File: config.mk
export PLATFORM = sky130hd
export DESIGN_NAME = shift_add_multiplier_flat
export DESIGN_NICKNAME = d
export VERILOG_FILES = /design/src/rtl/shift_add_multiplier_pkg.sv /design/src/rtl/shift_add_multiplier_if.sv /design/src/rtl/shift_add_multiplier.sv /design/src/flat_wrapper.sv
export SDC_FILE = /design/constraint.sdc
export NUM_CORES = 1
export LEC_CHECK = 0
export ABC_AREA = 0
export BUFFER_PORTS_ARGS = -buffer_cell sky130_fd_sc_hd__buf_2
export CAP_MARGIN = 25
export CORE_MARGIN = 5
export CORE_UTILIZATION = 35
export CTS_BUF_LIST = sky130_fd_sc_hd__clkbuf_2
export CTS_CLUSTER_DIAMETER = 100
export DETAILED_ROUTE_END_ITERATION = 8
export MAX_ROUTING_LAYER = met4
export PLACE_DENSITY = 0.66
export REMOVE_ABC_BUFFERS = 1
export SYNTH_ARGS = -nofsm -noshare
export SYNTH_HDL_FRONTEND = slang
export SYNTH_SLANG_ARGS = --single-unit
File: constraint.sdc
create_clock -name CLK -period 3.2 [get_ports CLK]
set_clock_uncertainty 0.2 [all_clocks]
set_input_delay 0.16 -clock CLK [delete_from_list [all_inputs] [get_ports CLK]]
set_output_delay 0.16 -clock CLK [all_outputs]
set_load 0.02 [all_outputs]
File: src/rtl/shift_add_multiplier_pkg.sv
// Shared definitions for the shift-and-add multiplier and the control unit
// that waits on it (state encoding and default operand width).
package mult_pkg;

  localparam int MULT_WIDTH = 16;

  localparam logic [1:0] ST_IDLE = 2'd0;
  localparam logic [1:0] ST_RUN  = 2'd1;
  localparam logic [1:0] ST_FIN  = 2'd2;

  typedef enum logic [1:0] {
    IDLE = ST_IDLE,
    RUN  = ST_RUN,
    FIN  = ST_FIN
  } state_t;

endpackage

File: src/rtl/shift_add_multiplier_if.sv
// Start/operand/result bundle between the control unit (master) and the
// multiplier datapath (slave).
interface shift_add_multiplier_if
  import mult_pkg::*;
#(
  parameter int WIDTH = MULT_WIDTH
);

  logic                   MULT_EN;
  logic [WIDTH-1:0]       MCAND;
  logic [WIDTH-1:0]       MPLIER;
  logic [2*WIDTH-1:0]     PRODUCT;
  logic                   BUSY;
  logic                   DONE;
  logic                   HI_NZ;

  modport master (
    output MULT_EN, MCAND, MPLIER,
    input  PRODUCT, BUSY, DONE, HI_NZ
  );

  modport slave (
    input  MULT_EN, MCAND, MPLIER,
    output PRODUCT, BUSY, DONE, HI_NZ
  );

endinterface

File: src/rtl/shift_add_multiplier.sv
// Sequential unsigned multiplier: one multiplier bit per cycle through the
// C:A:Q accumulator, WIDTH iterations, registered double-width product.
module shift_add_multiplier
  import mult_pkg::*;
#(
  parameter int WIDTH = MULT_WIDTH
) (
  input  logic                CLK,
  input  logic                RST,
  shift_add_multiplier_if.slave bus
);

  localparam int CNT_W = $clog2(WIDTH + 1);

  state_t               state_q, state_d;
  logic [WIDTH-1:0]     m_q, a_q, q_q;
  logic                 c_q;
  logic [CNT_W-1:0]     cnt_q;
  logic [2*WIDTH-1:0]   product_q;
  logic                 hi_nz_q;

  logic                 start;
  logic                 last_iter;
  logic [WIDTH:0]       sum;
  logic [WIDTH-1:0]     a_nxt, q_nxt;

  // Starts are only honoured outside RUN; a start in FIN issues back-to-back.
  assign start     = bus.MULT_EN && (state_q != RUN);
  assign last_iter = (cnt_q == CNT_W'(1));

  // C is cleared by every shift, so {C,A} here is just A zero-extended.
  always_comb begin
    sum   = {c_q, a_q};
    if (q_q[0])
      sum = {c_q, a_q} + {1'b0, m_q};
    a_nxt = sum[WIDTH:1];
    q_nxt = {sum[0], q_q[WIDTH-1:1]};
  end

  always_comb begin
    state_d = state_q;
    case (state_q)
      IDLE:    if (bus.MULT_EN) state_d = RUN;
      RUN:     if (last_iter)   state_d = FIN;
      FIN:     state_d = bus.MULT_EN ? RUN : IDLE;
      default: state_d = IDLE;
    endcase
  end

  always_ff @(posedge CLK) begin
    if (RST) begin
      state_q   <= IDLE;
      m_q       <= '0;
      a_q       <= '0;
      q_q       <= '0;
      c_q       <= 1'b0;
      cnt_q     <= '0;
      product_q <= '0;
      hi_nz_q   <= 1'b0;
    end else begin
      state_q <= state_d;
      if (start) begin
        m_q   <= bus.MCAND;
        q_q   <= bus.MPLIER;
        a_q   <= '0;
        c_q   <= 1'b0;
        cnt_q <= CNT_W'(WIDTH);
      end else if (state_q == RUN) begin
        c_q   <= 1'b0;
        a_q   <= a_nxt;
        q_q   <= q_nxt;
        cnt_q <= cnt_q - CNT_W'(1);
        // Publish on the final shift so PRODUCT is valid alongside DONE.
        if (last_iter) begin
          product_q <= {a_nxt, q_nxt};
          hi_nz_q   <= |a_nxt;
        end
      end
    end
  end

  assign bus.PRODUCT = product_q;
  assign bus.HI_NZ   = hi_nz_q;
  assign bus.BUSY    = (state_q == RUN);
  assign bus.DONE    = (state_q == FIN);

endmodule

File: src/flat_wrapper.sv
// flat-port wrapper written by rule: the top's interface ports become plain ports
module shift_add_multiplier_flat import mult_pkg::*;
#(
  parameter int WIDTH = MULT_WIDTH
)
  (CLK, RST, bus_MULT_EN, bus_MCAND, bus_MPLIER, bus_PRODUCT, bus_BUSY, bus_DONE, bus_HI_NZ);
  shift_add_multiplier_if #(.WIDTH(WIDTH)) bus_i ();
  input  logic CLK;
  input  logic RST;
  input wire logic [$bits(bus_i.MULT_EN)-1:0] bus_MULT_EN;
  input wire logic [$bits(bus_i.MCAND)-1:0] bus_MCAND;
  input wire logic [$bits(bus_i.MPLIER)-1:0] bus_MPLIER;
  output wire logic [$bits(bus_i.PRODUCT)-1:0] bus_PRODUCT;
  output wire logic [$bits(bus_i.BUSY)-1:0] bus_BUSY;
  output wire logic [$bits(bus_i.DONE)-1:0] bus_DONE;
  output wire logic [$bits(bus_i.HI_NZ)-1:0] bus_HI_NZ;
  assign bus_i.MULT_EN = bus_MULT_EN;
  assign bus_i.MCAND = bus_MCAND;
  assign bus_i.MPLIER = bus_MPLIER;
  assign bus_PRODUCT = bus_i.PRODUCT;
  assign bus_BUSY = bus_i.BUSY;
  assign bus_DONE = bus_i.DONE;
  assign bus_HI_NZ = bus_i.HI_NZ;
  shift_add_multiplier #(.WIDTH(WIDTH)) u_core (.CLK(CLK), .RST(RST), .bus(bus_i));
endmodule
# [Word level (Yosys, flattened, before mapping)]
# Index checks and enable logic that the tools add are counted.
[classes] mux=9 bitwise_logic=1 reduce_logical=7 n_addsub=2 eq_ne=6
[ops] cell="16-bit two-way mux" count=2
[ops] cell="16-bit by 16-bit adder with 17-bit output" count=1
[ops] cell="17-bit two-way mux" count=1
[ops] cell="16-bit OR reduction" count=1
[ops] cell="5-bit two-way mux" count=2
[ops] cell="2-bit case mux with 3 select lines" count=1
[ops] cell="5-bit by 1-bit == test with 1-bit output, second input constant" count=1
[ops] cell="5-bit by 1-bit subtractor with 5-bit output, second input constant" count=1
[ops] cell="2-bit two-way mux" count=2
[ops] cell="2-bit by 1-bit != test with 1-bit output, second input constant" count=2
[ops] cell="3-bit AND reduction" count=1
[ops] cell="2-bit by 1-bit == test with 1-bit output, second input constant" count=1
[ops] cell="2-bit == test, second input constant" count=1
[ops] cell="2-bit logical NOT" count=1
[ops] cell="2-bit != test, second input constant" count=1
[ops] cell="2-bit AND reduction" count=1
[ops] cell="2-bit nonzero test" count=1
[ops] cell="2-bit OR reduction" count=1
[ops] cell="1-bit logical AND" count=1
[ops] cell="1-bit two-way mux" count=1
[ops] cell="1-bit NOT" count=1
[totals] output_inout_bits=35 reg_bits=88 elab_cells=33 inputBits=35

# [Logic depth before layout (Yosys ltp)]
# Gate-level depths: netlist (run 1).
[logic_depth] ltp_word=4 mapped_depth=10 depth_no_buf=10

# [Least setup slack after synthesis (run 1)]
# No wires, ideal clock.
[synth_path] kind="register -> register" startpoint="register u_core.a_q[0]" endpoint="register u_core.hi_nz_q (netlist: u_core.bus.HI_NZ)" n_path_buf=0 arrival_time_ns=2.424 period_less_slack_ns=2.699 stages_incl_launch_ff=11 setup_slack_ns=0.501 setup_ns=0.074 t_required_ns=2.926 cell_sequence="dfxtp_1 ha_1 fa_1 a211oi_2 o21ai_1 and3b_4 o21a_1 o311ai_1 a211oi_1 and4_1 a31oi_1"
[synth_between] elab_chain_len=3
[synth_rtl] item="start: declaration" line="shift_add_multiplier.sv:16" text="logic [WIDTH-1:0] m_q, a_q, q_q;"
[synth_rtl] item="start signal: assignment" line="shift_add_multiplier.sv:70" text="a_q <= a_nxt;"
[synth_rtl] item="16-bit by 16-bit adder with 17-bit output" line="shift_add_multiplier.sv:35" text="sum = {c_q, a_q} + {1'b0, m_q};"
[synth_rtl] item="17-bit two-way mux" line="shift_add_multiplier.sv:34" text="if (q_q[0])"
[synth_rtl] item="16-bit OR reduction" line="shift_add_multiplier.sv:76" text="hi_nz_q <= |a_nxt;"
[synth_rtl] item="end signal: assignment" line="shift_add_multiplier.sv:76"
[synth_rtl] item="end: declaration" line="shift_add_multiplier.sv:20" text="logic hi_nz_q;"
# No other way between the ends.
# A chain may end at the register's enable or synchronous reset.

# [Final worst setup path (run 1)]
# Same ends and word-level chain as after synthesis.

==> flow_summary.ini, run 1 <==
[grt]
gr-total-overflow = 0
antenna_found_initial = 1
grt.met1_usage = 0.1936
grt_max_degree = 69
first_global_vias = 3922
grt_pass1_wl_um = 18370
busiest_layer = met2
met2_usage = 0.2737
grtUsageTotal = 0.1623
globalRouteMet3Util = 0.03440

[route]
drc_errors = 0
wl_per_cell_um = 14.53
viasPerCell = 5.089
drt_wl_total_um = 11280
num_vias = 3949
ant_nets = 0
drt_first_pass_iters = 5
drtIter0Drc = 178

[synth]
netlist_top_cells_area = dfxtp_1 (42%), a211oi_1 (8.0%), nand2_1 (7.4%)
ys_warn_count = 0
synth_edf_count = 0
syn_area_mm2 = 0.004209
yosysTopAreaCell = dfxtp_1
avgSynthCellArea_um2 = 8.435
synth_cell_type_count = 55
ys.flop_type = dfxtp_1
postSynth.asyncResetShare = 0
yosysTopAreaCellShare = 0.4185
ys_seq_area_frac = 0.4185
synth_cells = 499
synth-seq-cells = 88

[setup_path]
worst-r2r-cell-count = 10
cp.arrival_ns = 3.24
crit_type = reg2reg
cp_data_required_time_ns = 3.52
rr_startpoint = u_core.a_q[0]$_SDFFE_PP0P_
cp_max_fo = 4
r2r_end = u_core.bus.HI_NZ$_SDFFE_PP0P_
ff2ff_setup_slack_ns = 0.28
endpoint = u_core.bus.HI_NZ$_SDFFE_PP0P_
critPathCaptureType = register
setup.worst_path.start = u_core.a_q[0]$_SDFFE_PP0P_
worstSetupStartpointType = register

[timing]
tightestPinTransition_ns = 0.7469
rsz0062_at_grt = false
tns_ns = 0
final.min_clock_period_ns = 2.920
slew_headroom = 0.5021
setup_viol = 0
timing.final.crit_share = 0.9125
hold_viol_final = 0
drv_slew = 0
timing.final.ws_setup_ns = 0.2799
fmax_mhz = 342.5

[die]
ios = 70
initial_utilization = 0.3534
num_rows = 40
die_w_um = 119.7
core_mm2 = 0.01191
die_h_um = 119.7
dieArea_mm2 = 0.01432

[placed_design]
portBuffers = 69
pre_cts_ws_ns = 0.2961
detailed_place_hpwl_um = 7547
gp_congestion = 0.8669

[cells_and_area]
utilization = 0.4585
layout-drive-gt1-share = 0.1704
final_nets = 677
fillers = 1165
layout_commonest_cell = dfxtp_1
area_growth_pct = 29.76
final_cell_mix = dfxtp_1 (88), nand2_1 (83), buf_2 (69)

[outcome]
outcome = completed

[pwr]
p_sw_uw = 677.7
p_int_uw = 1552
power_switching_share = 0.3040
p_leak_uw = 0.002307
vdd_drop_max_v = 0.0001951
clkPwrFrac = 0.261
combPwrFrac = 0.200
p_per_area_mw_per_mm2 = 408.2
pwr-share-seq = 0.540

[clocking]
cts.repair.resized = 0
clockBufferDepth = 2
cts_inserted_buffers = 9
clkSinkCount = 88
cts_hold_buffers = 64
cts-root-buf = clkbuf_2
htree_levels = 3
cts_tree = done
cts.reportedPaths.clkPinSlew_ns = 0.23
clkLatencyLatePin_ns = 0.61
post_cts_buffers = 0

[run]
maxCapViolations = 0

[worst_hold_path]
hold_class = in2reg
[per-stage QoR]
stage          instance area [um^2]  cells  power, uW  hold slack (ns)
3_5_place_dp                   4702    695       1587           0.2085
4_1_cts                        5459    775       2240          0.02786
2_1_floorplan                  4090    468       1454          0.02907
5_1_grt                        5461    776       2348          0.04571
6_report                       5461    776       2229          0.07300
3_3_place_gp                   4702    695       1579           0.2065
[critical path: stages, from the launching register on]
cell and delay (ns):
dfxtp_1 0.38, ha_1 0.23, fa_1 0.44, a211oi_2 0.29, o21ai_1 0.16, and3b_4 0.23, o21a_1 0.20, o311ai_1 0.33
a211oi_1 0.07, and4_1 0.20, a31oi_1 0.14
[power by group through the flow]
stage          combinational, uW  clock, uW  sequential, uW
2_1_floorplan                231          0            1220
3_3_place_gp                 358          0            1220
3_5_place_dp                 364          0            1220
4_1_cts                      440        597            1200
5_1_grt                      490        646            1210
6_report                     445        581            1200
[state kept, by name (all words and copies together), names as in the netlist]
signal              cells
u_core.a_q             16
u_core.bus.PRODUCT     32
u_core.q_q             16
u_core.state_q          2
u_core.bus.HI_NZ        1
u_core.cnt_q            5
u_core.m_q             16
[logic make-up (layout without fill, tap and decap cells)]
| logic type | count (synthesis) | in the layout | share of synthesized area |
|---|---|---|---|
| and+or+nand+nor | 180 | 180 | 0.1891 |
| AOI/OAI and AO/OA | 138 | 138 | 0.2173 |
| DFF | 88 | 88 | 0.4185 |
| buffers and inverters | 38 | 167 | 0.03448 |
| muxes | 24 | 24 | 0.05737 |
| adders and majority gates | 19 | 19 | 0.05827 |
| xor gates and xnor gates | 12 | 12 | 0.02497 |
| other | 0 | 1 | 0 |
[metal layers]
metal	wire length, um	vias to the layer above	share of wire
met5	0	-	0
li1	-	2014	-
met1	5145	1841	0.46
met4	159	0	0.014
met3	409	12	0.036
met2	5562	82	0.49
[how the worst min path moves through the flow]
stage | endpoint | slack, ns | cells after the start | startpoint
2_1_floorplan | u_core.bus.PRODUCT[0]$_SDFFE_PP0P_ | 0.03 | 1 | RST
3_3_place_gp | u_core.m_q[8]$_SDFFE_PP0P_ | 0.21 | 3 | bus_MCAND[8]
3_5_place_dp | u_core.m_q[9]$_SDFFE_PP0P_ | 0.21 | 3 | bus_MCAND[9]
4_1_cts | u_core.state_q[0]$_SDFFE_PP0P_ | 0.03 | 5 | bus_MULT_EN
5_1_grt | u_core.state_q[0]$_SDFFE_PP0P_ | 0.05 | 5 | bus_MULT_EN
6_report | u_core.q_q[15]$_SDFFE_PP0P_ | 0.07 | 4 | bus_MULT_EN
[cell usage after synthesis (all sizes together), types with 2 or more instances]
cell type	count
a211oi	47
inv	6
a21o	5
o2111ai	3
o21a	6
ha	18
clkbuf	24
a21oi	56
mux2i	23
a31oi	2
nand2b	6
nor2	58
nor3	9
xnor2	11
buf	7
nand3	2
nor2b	4
dfxtp	88
and3	5
nand2	83
or2	2
o21ai	9
[cell type report]
type                    count  area (um^2)  area share
multi-input cells         373         2302      0.4215
flip-flops and latches     88         1762      0.3226
repair buffers            144         1069      0.1956
well taps                 147        183.9     0.03368
clock inverters             6        66.31     0.01214
clock buffers              10        50.05    0.009164
inverters                   7        26.28    0.004811
diodes                      1        2.502   0.0004582
(Power assumes the default switching activity.)
==> run 2: changes to the inputs <==
--- a/config.mk
+++ b/config.mk
@@ -9,12 +9,12 @@
 export BUFFER_PORTS_ARGS = -buffer_cell sky130_fd_sc_hd__buf_2
 export CAP_MARGIN = 25
 export CORE_MARGIN = 5
-export CORE_UTILIZATION = 35
+export CORE_UTILIZATION = 30
 export CTS_BUF_LIST = sky130_fd_sc_hd__clkbuf_2
 export CTS_CLUSTER_DIAMETER = 100
 export DETAILED_ROUTE_END_ITERATION = 8
 export MAX_ROUTING_LAYER = met4
-export PLACE_DENSITY = 0.66
+export PLACE_DENSITY = 0.6
 export REMOVE_ABC_BUFFERS = 1
 export SYNTH_ARGS = -nofsm -noshare
 export SYNTH_HDL_FRONTEND = slang
==> run 2 against run 1 <==
Compared with the run above:
- total power decreased by 5.7%
- non-clock buffer count shrank 26
- sequential power about the same
- register-to-register slack worse by 0.05 ns
- die area is 15% higher
- flip-flop and latch count unchanged
- largest cell class unchanged
- maximum frequency is 1.6% lower
- first-iteration DRC count is 2.8% higher
- sequential share of layout area rose by 1.4 points
- global-route usage down 2.3 points
- highest routed layer unchanged
- wire length is 2.7% lower
==> flow_summary.ini, run 2 (synthesis gave the netlist of run 1 again) <==
[outcome]
outcome = completed

[route]
drt_first_pass_iters = 6
num_vias = 3847
drc_errors = 0
top_layer_used = met4
dr_wl_met3_um = 354
viasPerCell = 4.913
ant_nets = 0
drt_wl_total_um = 10970
wl_per_cell_um = 14.01
drtIter0Drc = 183
drt-met1-wl_um = 5027
routed-wl-met2_um = 5364

[timing]
fmax_mhz = 337.0
rsz0062_at_grt = false
setup_viol = 0
hold_viol_final = 0
tns_ns = 0
slew_headroom = 0.3938
tightestPinTransition_ns = 0.9093
timing.final.ws_setup_ns = 0.2331
timing.final.crit_share = 0.9272
drv_slew = 0
final.min_clock_period_ns = 2.967

[clocking]
clkSinkCount = 88
cts_hold_buffers = 41
cts_tree = done
htree_levels = 3
cts-root-buf = clkbuf_2
cts.reportedPaths.clkPinSlew_ns = 0.24
clkLatencyLatePin_ns = 0.55
post_cts_buffers = 0
cts_inserted_buffers = 9
clockBufferDepth = 2
cts.repair.resized = 0

[setup_path]
setup.worst_path.start = u_core.a_q[0]$_SDFFE_PP0P_
worstSetupStartpointType = register
cp_data_required_time_ns = 3.48
cp_max_fo = 4
critPathCaptureType = register
rr_startpoint = u_core.a_q[0]$_SDFFE_PP0P_
cp.arrival_ns = 3.25
crit_type = reg2reg

[pwr]
p_per_area_mw_per_mm2 = 402.1
clkPwrFrac = 0.235
p_leak_uw = 0.002162
pwr-share-seq = 0.570
p_sw_uw = 658.7
p_int_uw = 1445
power_switching_share = 0.3132
vdd_drop_max_v = 0.0001511
combPwrFrac = 0.195

[die]
die_h_um = 128.5
core_mm2 = 0.01383
die_w_um = 128.5
ios = 70
dieArea_mm2 = 0.01650
initial_utilization = 0.3044
num_rows = 43

[grt]
antenna_found_initial = 0
grt_max_degree = 69
grtUsageTotal = 0.1391
gr-total-overflow = 0
first_global_vias = 3816
grt_pass1_wl_um = 18240

[cells_and_area]
layout_commonest_cell = dfxtp_1
area_growth_pct = 24.26
final_nets = 651
largest_reg_flops = 32
layout-drive-gt1-share = 0.1744
final_cell_mix = dfxtp_1 (88), nand2_1 (83), buf_2 (69)
utilization = 0.3782

[placed_design]
gp_congestion = 0.8591
portBuffers = 69
detailed_place_hpwl_um = 7607
pre_cts_ws_ns = 0.3046

[worst_hold_path]
hp-start = RST
hold_class = in2reg

[run]
maxCapViolations = 0
run 2: critical path, cell delays in order, from the launching register on:
cell	delay, ns
dfxtp_1	0.38
ha_1	0.23
fa_1	0.44
a211oi_2	0.30
o21ai_1	0.17
and3b_4	0.23
o21a_1	0.19
o311ai_1	0.35
a211oi_1	0.07
and4_1	0.20
a31oi_1	0.14
run 2: final timing paths:
check,endpoint,slack [ns],depth (start not counted)
min,u_core.state_q[1]$_SDFFE_PP0P_,0.06,3
max reg2reg,u_core.bus.HI_NZ$_SDFFE_PP0P_,0.23,10
max,u_core.bus.HI_NZ$_SDFFE_PP0P_,0.23,10
min reg2reg,u_core.bus.PRODUCT[6]$_SDFFE_PP0P_,0.27,2
run 2: per-layer routing:
layer	GRT usage	vias to the layer above
li1	-	1964
met5	-	-
met2	0.2243	60
met3	0.02740	20
met1	0.1718	1803
met4	0.05306	0
run 2: power groups by stage:
| stage | Clock (uW) | Combinational (uW) | Sequential, uW |
|---|---|---|---|
| 2_1_floorplan | 0 | 231 | 1220 |
| 4_1_cts | 519 | 411 | 1200 |
| 5_1_grt | 560 | 461 | 1210 |
| 6_report | 494 | 410 | 1200 |
| 3_5_place_dp | 0 | 363 | 1220 |
| 3_3_place_gp | 0 | 354 | 1220 |
run 2: per-stage QoR:
stage / power (uW) / instance area [um^2] / hold WS [ns] / std cells
floorplan: 1454 / 4090 / 0.02907 / 468
global placement: 1572 / 4721 / 0.2057 / 725
detailed placement: 1583 / 4721 / 0.2122 / 725
CTS: 2129 / 5228 / 0.004809 / 782
global route: 2229 / 5228 / 0.04314 / 782
finish: 2103 / 5230 / 0.06281 / 783
run 2: area by class of cell:
| cell class | count | area [um^2] |
|---|---|---|
| fillers | 1405 | 8597 |
| inverters | 7 | 26.28 |
| multi-input cells | 373 | 2302 |
| clock buffers | 10 | 50.05 |
| flip-flops and latches | 88 | 1762 |
| well taps | 180 | 225.2 |
| diodes | 1 | 2.502 |
| clock inverters | 6 | 46.29 |
| repair buffers | 118 | 815.8 |
